--- src/rtl/camo_key_loader.sv ---
// Key loader and vector sequencer for the camouflaged c432 netlist: loads a
// parity-checked select key serially, then runs PI vectors and returns the POs.
module camo_key_loader #(
    parameter int unsigned NUM_CELLS     = 6,
    parameter int unsigned KEY_W         = 12,
    parameter int unsigned PI_W          = 36,
    parameter int unsigned PO_W          = 7,
    parameter int unsigned SETTLE_CYCLES = 4
) (
    input  logic            clk,
    input  logic            rst,
    input  logic            key_bit,
    input  logic            key_valid,
    output logic            key_ready,
    output logic            key_locked,
    output logic            key_err,
    output logic [KEY_W-1:0] s_out,
    input  logic [PI_W-1:0] vec_in,
    input  logic            vec_valid,
    output logic            vec_ready,
    output logic [PI_W-1:0] pi_out,
    input  logic [PO_W-1:0] po_in,
    output logic [PO_W-1:0] res_out,
    output logic            res_valid,
    input  logic            res_ready
);

    localparam int unsigned CNT_W = $clog2(KEY_W + 2);
    localparam logic [CNT_W-1:0] LAST_BEAT = CNT_W'(KEY_W + 1);
    localparam logic [7:0] SETTLE_LOAD = 8'(SETTLE_CYCLES - 1);

    typedef enum logic [2:0] {
        LOAD,
        CHECK,
        READY,
        SETTLE,
        HOLD
    } state_e;

    state_e            state_q, state_d;
    logic [KEY_W:0]    shadow_q, shadow_d;
    logic [CNT_W-1:0]  cnt_q, cnt_d;
    logic [KEY_W-1:0]  s_q, s_d;
    logic              locked_q, locked_d;
    logic              err_q, err_d;
    logic [PI_W-1:0]   pi_q, pi_d;
    logic [7:0]        settle_q, settle_d;
    logic [PO_W-1:0]   res_q, res_d;
    logic              rv_q, rv_d;

    always_ff @(posedge clk or posedge rst) begin
        if (rst) begin
            state_q  <= LOAD;
            shadow_q <= '0;
            cnt_q    <= '0;
            s_q      <= '0;
            locked_q <= 1'b0;
            err_q    <= 1'b0;
            pi_q     <= '0;
            settle_q <= '0;
            res_q    <= '0;
            rv_q     <= 1'b0;
        end else begin
            state_q  <= state_d;
            shadow_q <= shadow_d;
            cnt_q    <= cnt_d;
            s_q      <= s_d;
            locked_q <= locked_d;
            err_q    <= err_d;
            pi_q     <= pi_d;
            settle_q <= settle_d;
            res_q    <= res_d;
            rv_q     <= rv_d;
        end
    end

    always_comb begin
        state_d   = state_q;
        shadow_d  = shadow_q;
        cnt_d     = cnt_q;
        s_d       = s_q;
        locked_d  = locked_q;
        err_d     = err_q;
        pi_d      = pi_q;
        settle_d  = settle_q;
        res_d     = res_q;
        rv_d      = rv_q;
        // key_ready drops once the parity beat is in; CHECK follows on the next edge
        key_ready = (state_q == LOAD) && (cnt_q != LAST_BEAT);
        vec_ready = (state_q == READY);

        case (state_q)
            LOAD: begin
                if (cnt_q == LAST_BEAT) begin
                    state_d = CHECK;
                end else if (key_valid) begin
                    shadow_d = {shadow_q[KEY_W-1:0], key_bit};
                    cnt_d    = cnt_q + CNT_W'(1);
                    if (cnt_q == '0) err_d = 1'b0;
                end
            end
            CHECK: begin
                if (^shadow_q == 1'b0) begin
                    s_d      = shadow_q[KEY_W:1];
                    locked_d = 1'b1;
                    state_d  = READY;
                end else begin
                    err_d   = 1'b1;
                    cnt_d   = '0;
                    state_d = LOAD;
                end
            end
            READY: begin
                if (vec_valid) begin
                    pi_d     = vec_in;
                    settle_d = SETTLE_LOAD;
                    state_d  = SETTLE;
                end
            end
            SETTLE: begin
                if (settle_q == '0) begin
                    res_d   = po_in;
                    rv_d    = 1'b1;
                    state_d = HOLD;
                end else begin
                    settle_d = settle_q - 8'd1;
                end
            end
            HOLD: begin
                if (res_ready) begin
                    rv_d    = 1'b0;
                    state_d = READY;
                end
            end
            default: state_d = LOAD;
        endcase
    end

    assign key_locked = locked_q;
    assign key_err    = err_q;
    assign s_out      = s_q;
    assign pi_out     = pi_q;
    assign res_out    = res_q;
    assign res_valid  = rv_q;

endmodule

--- config.mk ---
export PLATFORM = sky130hd
export DESIGN_NAME = camo_key_loader
export DESIGN_NICKNAME = d
export VERILOG_FILES = /design/src/rtl/camo_key_loader.sv
export SDC_FILE = /design/constraint.sdc
export NUM_CORES = 1
export LEC_CHECK = 0
export CAP_MARGIN = 5
export CORE_MARGIN = 4
export CORE_UTILIZATION = 34
export CTS_BUF_LIST = sky130_fd_sc_hd__clkbuf_2
export CTS_CLUSTER_DIAMETER = 200
export DETAILED_ROUTE_END_ITERATION = 10
export GPL_ROUTABILITY_DRIVEN = 0
export GPL_TIMING_DRIVEN = 0
export PLACE_DENSITY = 0.71
export SLEW_MARGIN = 15
export SYNTH_ARGS = -nofsm -noshare
export SYNTH_HDL_FRONTEND = slang
export SYNTH_SLANG_ARGS = --single-unit
--- constraint.sdc ---
create_clock -name clk -period 3.4 [get_ports clk]
set_clock_uncertainty 0.05 [all_clocks]
set_input_delay 0.85 -clock clk [delete_from_list [all_inputs] [get_ports clk]]
set_output_delay 0.85 -clock clk [all_outputs]
set_load 0.005 [all_outputs]
Yosys cells after proc, flatten, opt, wreduce, memory -nomap -nowiden. Cells that the tools add are included.

Register bits after elaboration: 86. Input port bits: 49. Output and inout port bits: 60.

Add/sub/neg operators: 2. Equality and inequality tests: 15. Mux-type cells: 21. Bitwise operators: 2. Reductions and logical operators: 17.

Operator list (count): $mux W8 (2); $pmux W8 S2 (1); $pmux W3 S5 (1); $ne A2 B2 Y1 const B (7); $reduce_xor A13 Y1 (1); $mux W3 (4); $mux W4 (3); $reduce_and A3 Y1 (3); $logic_not A8 Y1 (1); $pmux W4 S2 (1); $reduce_and A4 Y1 (2); $sub A8 B1 Y8 const B (1); $eq A3 B2 Y1 const B (2); $mux W1 (6); $reduce_and A2 Y1 (3); $reduce_bool A2 Y1 (3); $reduce_and A5 Y1 (1); $add A4 B1 Y4 const B (1); $eq A4 B4 Y1 const B (1); $logic_not A4 Y1 (1); $ne A2 B1 Y1 const B (2); $ne A4 B4 Y1 const B (1); $pmux W1 S2 (2); $eq A3 B1 Y1 const B (1); 5 further kinds (6).

Depth between registers and ports, before layout. Gate-level depths: netlist (run 1).

Word-level depth: 5. Gate-level depth with buffers: 8.

Least setup slack after synthesis (run 1). Ideal clock, no wire load.

Kind: flip-flop to output port. Start: register state_q[1]. End: output port key_ready. Arrival: 1.125 ns. Data required time: 2.500 ns. Slack: 1.375 ns. Cell stages (with the launch flop): 3. Buffers on the path: 0. Cell sequence: dfrtp_1 or3_1 a31oi_1.

Word-level cells in the longest chain between the ends: 2.

Ends and longest elaborated chain: start, declared (RTL line 40) `state_e state_q, state_d;`; start signal, assigned (RTL line 64) `state_q <= state_d;`; $logic_not A3 Y1 (RTL line 89) `key_ready = (state_q == LOAD) && (cnt_q != LAST_BEAT);`; $logic_and A1 B1 Y1 (RTL line 89); end, declared (RTL line 14) `output logic key_ready,`.

Every way passes these cells.

Final worst setup path (run 1). Same ends and word-level chain as after synthesis.

==> impl_metrics.json, run 1 <==
{
  "die_w_um": 111,
  "fin_area_sq_um": 5050,
  "hpwl_um": 5410,
  "syn_to_final_growth_pct": 39.1,
  "finalHoldViolCount": 0,
  "synth_cells": 255,
  "fin_crit_sh_pct": 93.4,
  "gr-total-overflow": 0,
  "firstDrtPassIters": 4,
  "fillers": 942,
  "path_clk_slew_ps": 260,
  "synth_cell_types": 36,
  "finalMaxSlewViolations": 0,
  "detailroute.via_count": 2371,
  "synth-main-ff-cell": "dfrtp_1",
  "die_y_um": 111,
  "grt_use_total_pct": 12.1,
  "cts_made_buffers": 9,
  "synthesis.area_sq_um": 3630,
  "critPathMaxFanout": 6,
  "antenna_found_initial": 0,
  "clockRootBuffer": "clkbuf_2",
  "core_sq_um": 10400,
  "initial_core_util_pct": 35.0,
  "grt_max_degree": 54,
  "clkLatencyLatePin_ps": 520,
  "place_inst": 500,
  "ir_drop_uv": 575,
  "synth_nets": 309,
  "leakagePower_nw": 2.20,
  "cp-start-kind": "register",
  "synth_edf_count": 0,
  "status": "completed",
  "first_global_vias": 2498,
  "crit_path_end_kind": "output pin",
  "power_density_nw_per_um2": 931,
  "power.total_mw": 4.70,
  "hp-class": "register to register",
  "rsz0062_at_grt": "no",
  "finalSetupViolations": 0,
  "cts_buffer_depth": 2,
  "syn_avg_cell_area_sq_um": 14.2,
  "ctsHoldBuffers": 0,
  "fin_util_pct": 48.7,
  "place_area_sq_um": 4910,
  "period_minus_slack_ps": 3170,
  "critical_path_arrival_ps": 2270,
  "grt_pass1_wl_um": 12400,
  "critical_path.top_delay_family": "buffers and inverters",
  "crit_chain": "or3_1 -> a31oi_4 -> clkdlybuf4s50_1",
  "yosysSeqAreaShare_pct": 59.2,
  "routed_via_density": 4.59,
  "avgRoutedWirePerCell_um": 14.2,
  "yosysWarnings": 0,
  "drive_gt1_share_pct": 26.1,
  "slew_headroom_pct": 61.2,
  "reg2reg_slack_ps": 1290,
  "antenna_left": 0,
  "worst_pin_slew_ps": 576,
  "async_reset_ff_share_pct": 100,
  "dieArea_sq_um": 12400,
  "slowest_delay_ps": 560,
  "cap_violations": 0,
  "drt_iter0_drc": 63,
  "path_buf_inv": 1,
  "num_antenna_cells": 0,
  "cts_tree": "done",
  "portBuffers": 108,
  "fmax_mhz": 315,
  "cp.required_ps": 2500,
  "crit_type": "register to output pin",
  "io_pins": 109,
  "stdcell_count": 516,
  "cts_htree_levels": 3,
  "cts.sinks": 86,
  "rows": 37,
  "critPathSlowestCell": "clkdlybuf4s50_1",
  "synth-seq-cells": 86,
  "route.detailed.drc": 0,
  "wl_um": 7350,
  "fin_nets": 429
}
==> worst reg2reg max path: stages (launching register included) <==
cell	delay [ps]
dfrtp_1	470
xnor2_1	170
xnor3_1	450
xnor2_2	250
nand3_4	140
buf_6	190
mux2_4	300
==> per-stage QoR <==
step / worst slack [ps] / hold slack (ps) / setup TNS [ps]
floorplan: 278 / 407 / 0
global placement: -1130 / 399 / -96180
detailed placement: 614 / 406 / 0
CTS: 111 / 466 / 0
global route: 91.0 / 498 / 0
finish: 226 / 456 / 0
==> cell type report <==
cell class | instances | area [sq um] | share of cell area [%]
sequential | 86 | 2150 | 42.6
multi-input combinational | 152 | 1420 | 28.0
timing repair buffer | 109 | 1110 | 21.9
tap | 136 | 170 | 3.37
clock inverter | 7 | 78.8 | 1.56
buffer | 10 | 52.6 | 1.04
clock buffer | 9 | 45.0 | 0.892
inverter | 7 | 28.8 | 0.570
==> cells in the final DEF (no fill, tap or decap), types with 5 or more instances in the layout <==
cell,instances
inv_1,6
dfrtp_1,86
xnor2_1,6
clkbuf_2,9
nor2_1,16
xor2_1,7
nand2_1,6
mux2_2,60
ha_1,5
mux2_4,8
clkdlybuf4s50_1,108
buf_2,6
nand3_1,6
==> flip-flops by register name, indices dropped and copies added, names as in the netlist <==
register / flops
state_q: 3
key_err: 1
res_valid: 1
s_out: 12
key_locked: 1
settle_q: 8
cnt_q: 4
pi_out: 36
shadow_q: 13
res_out: 7
==> Yosys cell counts (3+ instances only) <==
master / instances / area (sq um)
mux2_2: 60 / 676
ha_1: 5 / 62.6
nor3_1: 3 / 15.0
clkbuf_1: 3 / 11.3
nand2_1: 6 / 22.5
xnor3_1: 3 / 67.6
xnor2_1: 6 / 52.6
or2_2: 3 / 18.8
nand3_1: 6 / 30.0
buf_2: 6 / 30.0
nand2b_1: 3 / 18.8
dfrtp_1: 86 / 2150
mux2_4: 8 / 120
a21oi_1: 3 / 15.0
nor2_1: 16 / 60.1
xor2_1: 7 / 61.3
o21ai_0: 3 / 15.0
inv_1: 7 / 26.3
==> timing repair <==
| action | in CTS | in global routing |
|---|---|---|
| endpoints found under the setup margin | 1 | 1 |
| setup buffers | 0 | 0 |
| resized for setup | 1 | 1 |
==> power breakdown <==
part	internal [mW]	switching [mW]	total, mW
Sequential	1.49	0.315	1.80
Clock	0.177	0.375	0.552
Combinational	1.53	0.819	2.34
==> routing by layer <==
metal  global-route usage, %  wire, um
met1                    16.0      3520
met2                    19.4      3250
met3                    3.04       477
met4                    4.38        95
met5                       0         0
==> worst paths after layout <==
path                       cells past startpoint               startpoint                endpoint
setup / recovery                               3   state_q[1]$_DFFE_PP0P_               key_ready
hold / removal                                 1   key_locked$_DFFE_PP0P_  key_locked$_DFFE_PP0P_
setup reg to reg                               6  shadow_q[8]$_DFFE_PP0P_    s_out[7]$_DFFE_PP0P_
hold reg to reg                                1   key_locked$_DFFE_PP0P_  key_locked$_DFFE_PP0P_
max in group asynchronous                      3                      rst    s_out[7]$_DFFE_PP0P_
min in group asynchronous                      2                      rst  pi_out[27]$_DFFE_PP0P_
==> logic make-up after synthesis <==
family | after synthesis | share of synthesized area, %
DFF | 86 | 59.2
muxes | 68 | 21.9
and+or+nand+nor | 50 | 7.37
xor gates and xnor gates | 17 | 5.44
AOI/OAI and AO/OA | 12 | 2.14
buffers and inverters | 17 | 2.17
adders and majority gates | 5 | 1.72
No activity file was read; power rests on OpenSTA's default activity.
==> inputs of run 2 (changes only) <==
Settings changed: CTS_CLUSTER_SIZE set to 20.
==> results of run 2 <==
Final layout, timing and power as in run 1 (identical DEF).
==> inputs of run 3 (changes only) <==
Settings changed: ABC_AREA set to 1, PLACE_DENSITY 0.71 to 0.72.
Clock period 3.4 ns to 2.6 ns, I/O delays scaled along.
==> run 3 against run 2 <==
  * Via count up 45%
  * Largest cell class unchanged
  * Die area grew 7.3%
  * Core utilization is 0.65 points lower
  * Cell count increased by 45%
  * Highest routed layer unchanged
  * Routed wire length increased by 31%
  * Register-to-register slack got worse by 490 ps
  * Critical path type unchanged
  * Design area is 5.4% higher
  * Worst hold slack got worse by 12 ps
  * Total power is 24% higher
  * Critical path depth up 3
==> impl_metrics.json, run 3 <==
{
  "status": "completed",
  "firstDrtPassIters": 4,
  "yosysWarnings": 0,
  "die_w_um": 115,
  "grt_pass1_wl_um": 16600,
  "wl_um": 9630,
  "initial_core_util_pct": 35.4,
  "cap_violations": 0,
  "portBuffers": 108,
  "fin_util_pct": 48.1,
  "drt_iter0_drc": 97,
  "synth_top_cell_by_area": "dfrtp_1",
  "routed_via_density": 4.59,
  "power.total_mw": 5.81,
  "route.detailed.drc": 0,
  "num_antenna_cells": 0,
  "synth_cell_types": 31,
  "synth-seq-cells": 86,
  "finalSetupViolations": 0,
  "synth_cells": 480,
  "synth_nets": 534,
  "first_global_vias": 3633,
  "met2_usage_pct": 26.4,
  "tns_ps": 0,
  "grt_use_met1_pct": 18.0,
  "ctsHoldBuffers": 0,
  "syn_avg_cell_area_sq_um": 8.17,
  "avgRoutedWirePerCell_um": 12.9,
  "place_ws_ps": 410,
  "grt.busiest_layer": "met2",
  "netSwitchingPower_mw": 2.36,
  "critPathSlowestCell": "dfrtp_1",
  "drive_gt1_share_pct": 11.5,
  "finalMaxSlewViolations": 0,
  "yosysSeqAreaShare_pct": 54.9,
  "fmax_mhz": 410,
  "crit_type": "register to output pin",
  "largest_reg_flops": 36,
  "hp-class": "primary input to asynchronous set/reset pin",
  "leakagePower_nw": 2.66,
  "antenna_left": 0,
  "io_pins": 109,
  "synth_top_area_share_pct": 54.9,
  "crit_path_end_kind": "output pin",
  "antenna_found_initial": 0,
  "final_cell_mix": "nand2_1, clkdlybuf4s50_1, dfrtp_1",
  "synth_edf_count": 0,
  "cp.required_ps": 1900,
  "clockPowerShare_pct": 9.2,
  "synth-main-ff-cell": "dfrtp_1",
  "grt_use_total_pct": 15.8,
  "power_density_nw_per_um2": 1090,
  "rsz0062_at_grt": "no",
  "synth_area_leaders": "dfrtp_1, nand2_1, inv_1, o21ai_2, o21ai_0",
  "clkLatencyLatePin_ps": 550,
  "ir_drop_uv": 452,
  "hpwl_um": 7330,
  "cts.sinks": 86,
  "clockRootBuffer": "clkbuf_2",
  "fin_nets": 659,
  "cts_buffer_depth": 2,
  "slowest_delay_ps": 430,
  "period_minus_slack_ps": 2440,
  "finalHoldViolCount": 0,
  "yosys-top-cells-count": "nand2_1, dfrtp_1, inv_1",
  "sw_frac_of_total_pct": 40.6,
  "fin_ws_ps": 161,
  "critPathMaxFanout": 2,
  "syn_to_final_growth_pct": 35.8,
  "die_y_um": 115,
  "synthesis.area_sq_um": 3920,
  "met3_usage_pct": 8.58,
  "combPwrFrac_pct": 51.4,
  "slew_headroom_pct": 58.1,
  "final_common_cell": "nand2_1",
  "detailroute.via_count": 3428,
  "cts_made_buffers": 9,
  "dieArea_sq_um": 13300,
  "core_sq_um": 11100,
  "cp-start-kind": "register",
  "power.internal_mw": 3.45,
  "critical_path_arrival_ps": 1740,
  "cts_htree_levels": 3,
  "place_area_sq_um": 5220,
  "cts_tree": "done",
  "rows": 38,
  "fin_crit_sh_pct": 93.8,
  "async_reset_ff_share_pct": 100,
  "pwr-share-seq_pct": 39.4,
  "fin_area_sq_um": 5330,
  "grt_max_degree": 33,
  "gr-total-overflow": 0,
  "synth_most_common_cell": "nand2_1",
  "path_clk_slew_ps": 220,
  "crit_chain": "inv_1 -> ha_2 -> nand3_2 -> nand3_2 -> inv_1 -> dlygate4sd2_1",
  "worst_pin_slew_ps": 627
}
-- run 3: logic make-up (layout without fill, tap and decap cells) --
family / Yosys count / after routing / share of synthesized area (%)
flip-flops: 86 / 86 / 54.9
buffers and inverters: 55 / 182 / 5.94
XOR/XNOR: 5 / 5 / 1.12
adder cells (fa/ha/maj): 5 / 5 / 1.60
AO/OA/AOI/OAI: 39 / 39 / 6.35
AND/OR/NAND/NOR: 290 / 290 / 30.1
-- run 3: per-stage QoR --
| stage | cells | hold slack (ps) |
|---|---|---|
| after floorplan | 480 | 407 |
| after global placement | 728 | 405 |
| after detailed placement | 730 | 414 |
| after CTS | 747 | 430 |
| after global routing | 747 | 438 |
| final | 747 | 444 |
-- run 3: what timing repair did --
action | 4_1_cts | 5_1_grt
resized for setup | 3 | 3
hold endpoints to repair | 0 | 0
setup buffers | 4 | 0
pin swaps | 0 | 0
setup endpoints to repair | 2 | 1
-- run 3: power groups by stage --
| stage | Combinational, mW | Clock, mW | Sequential [mW] |
|---|---|---|---|
| finish | 2.98 | 0.537 | 2.28 |
| global route | 3.39 | 0.616 | 2.37 |
| CTS | 3.03 | 0.567 | 2.29 |
| detailed placement | 2.97 | 0 | 2.32 |
| global placement | 2.85 | 0 | 2.30 |
| floorplan | 1.62 | 0 | 2.30 |
-- run 3: critical path, delay by kind of cell (launching register included) --
kind                       cells  cell delay, ps
DFF                            1             430
and+or+nand+nor                2             190
buffers and inverters          3             410
adders and majority gates      1             180
-- run 3: worst paths after layout --
check	end	cells after the start	slack [ps]	start
max	key_ready	6	160	cnt_q[1]$_DFFE_PP0P_
min	key_locked$_DFFE_PP0P_	2	440	rst
max reg2reg	settle_q[5]$_DFFE_PP0P_	11	800	settle_q[0]$_DFFE_PP0P_
min reg2reg	s_out[8]$_DFFE_PP0P_	2	460	s_out[8]$_DFFE_PP0P_
max in group asynchronous	settle_q[3]$_DFFE_PP0P_	4	1240	rst
min in group clk	s_out[8]$_DFFE_PP0P_	2	460	s_out[8]$_DFFE_PP0P_
-- run 3: area by class of cell --
class	instances	area, sq um
Clock buffer	9	45.0
Multi-Input combinational cell	339	1550
Timing Repair Buffer	114	1150
Clock inverter	4	17.5
Sequential cell	86	2150
Inverter	42	161
Fill cell	1097	5750
Tap cell	140	175
Buffer	13	75.1
-- run 3: per-layer routing --
layer	wire length, um	vias up	part of all wire, %
li1	-	1714	-
met1	3930	1598	41
met2	4660	106	48
met3	954	10	9.9
met4	94	0	0.98
met5	0	-	0
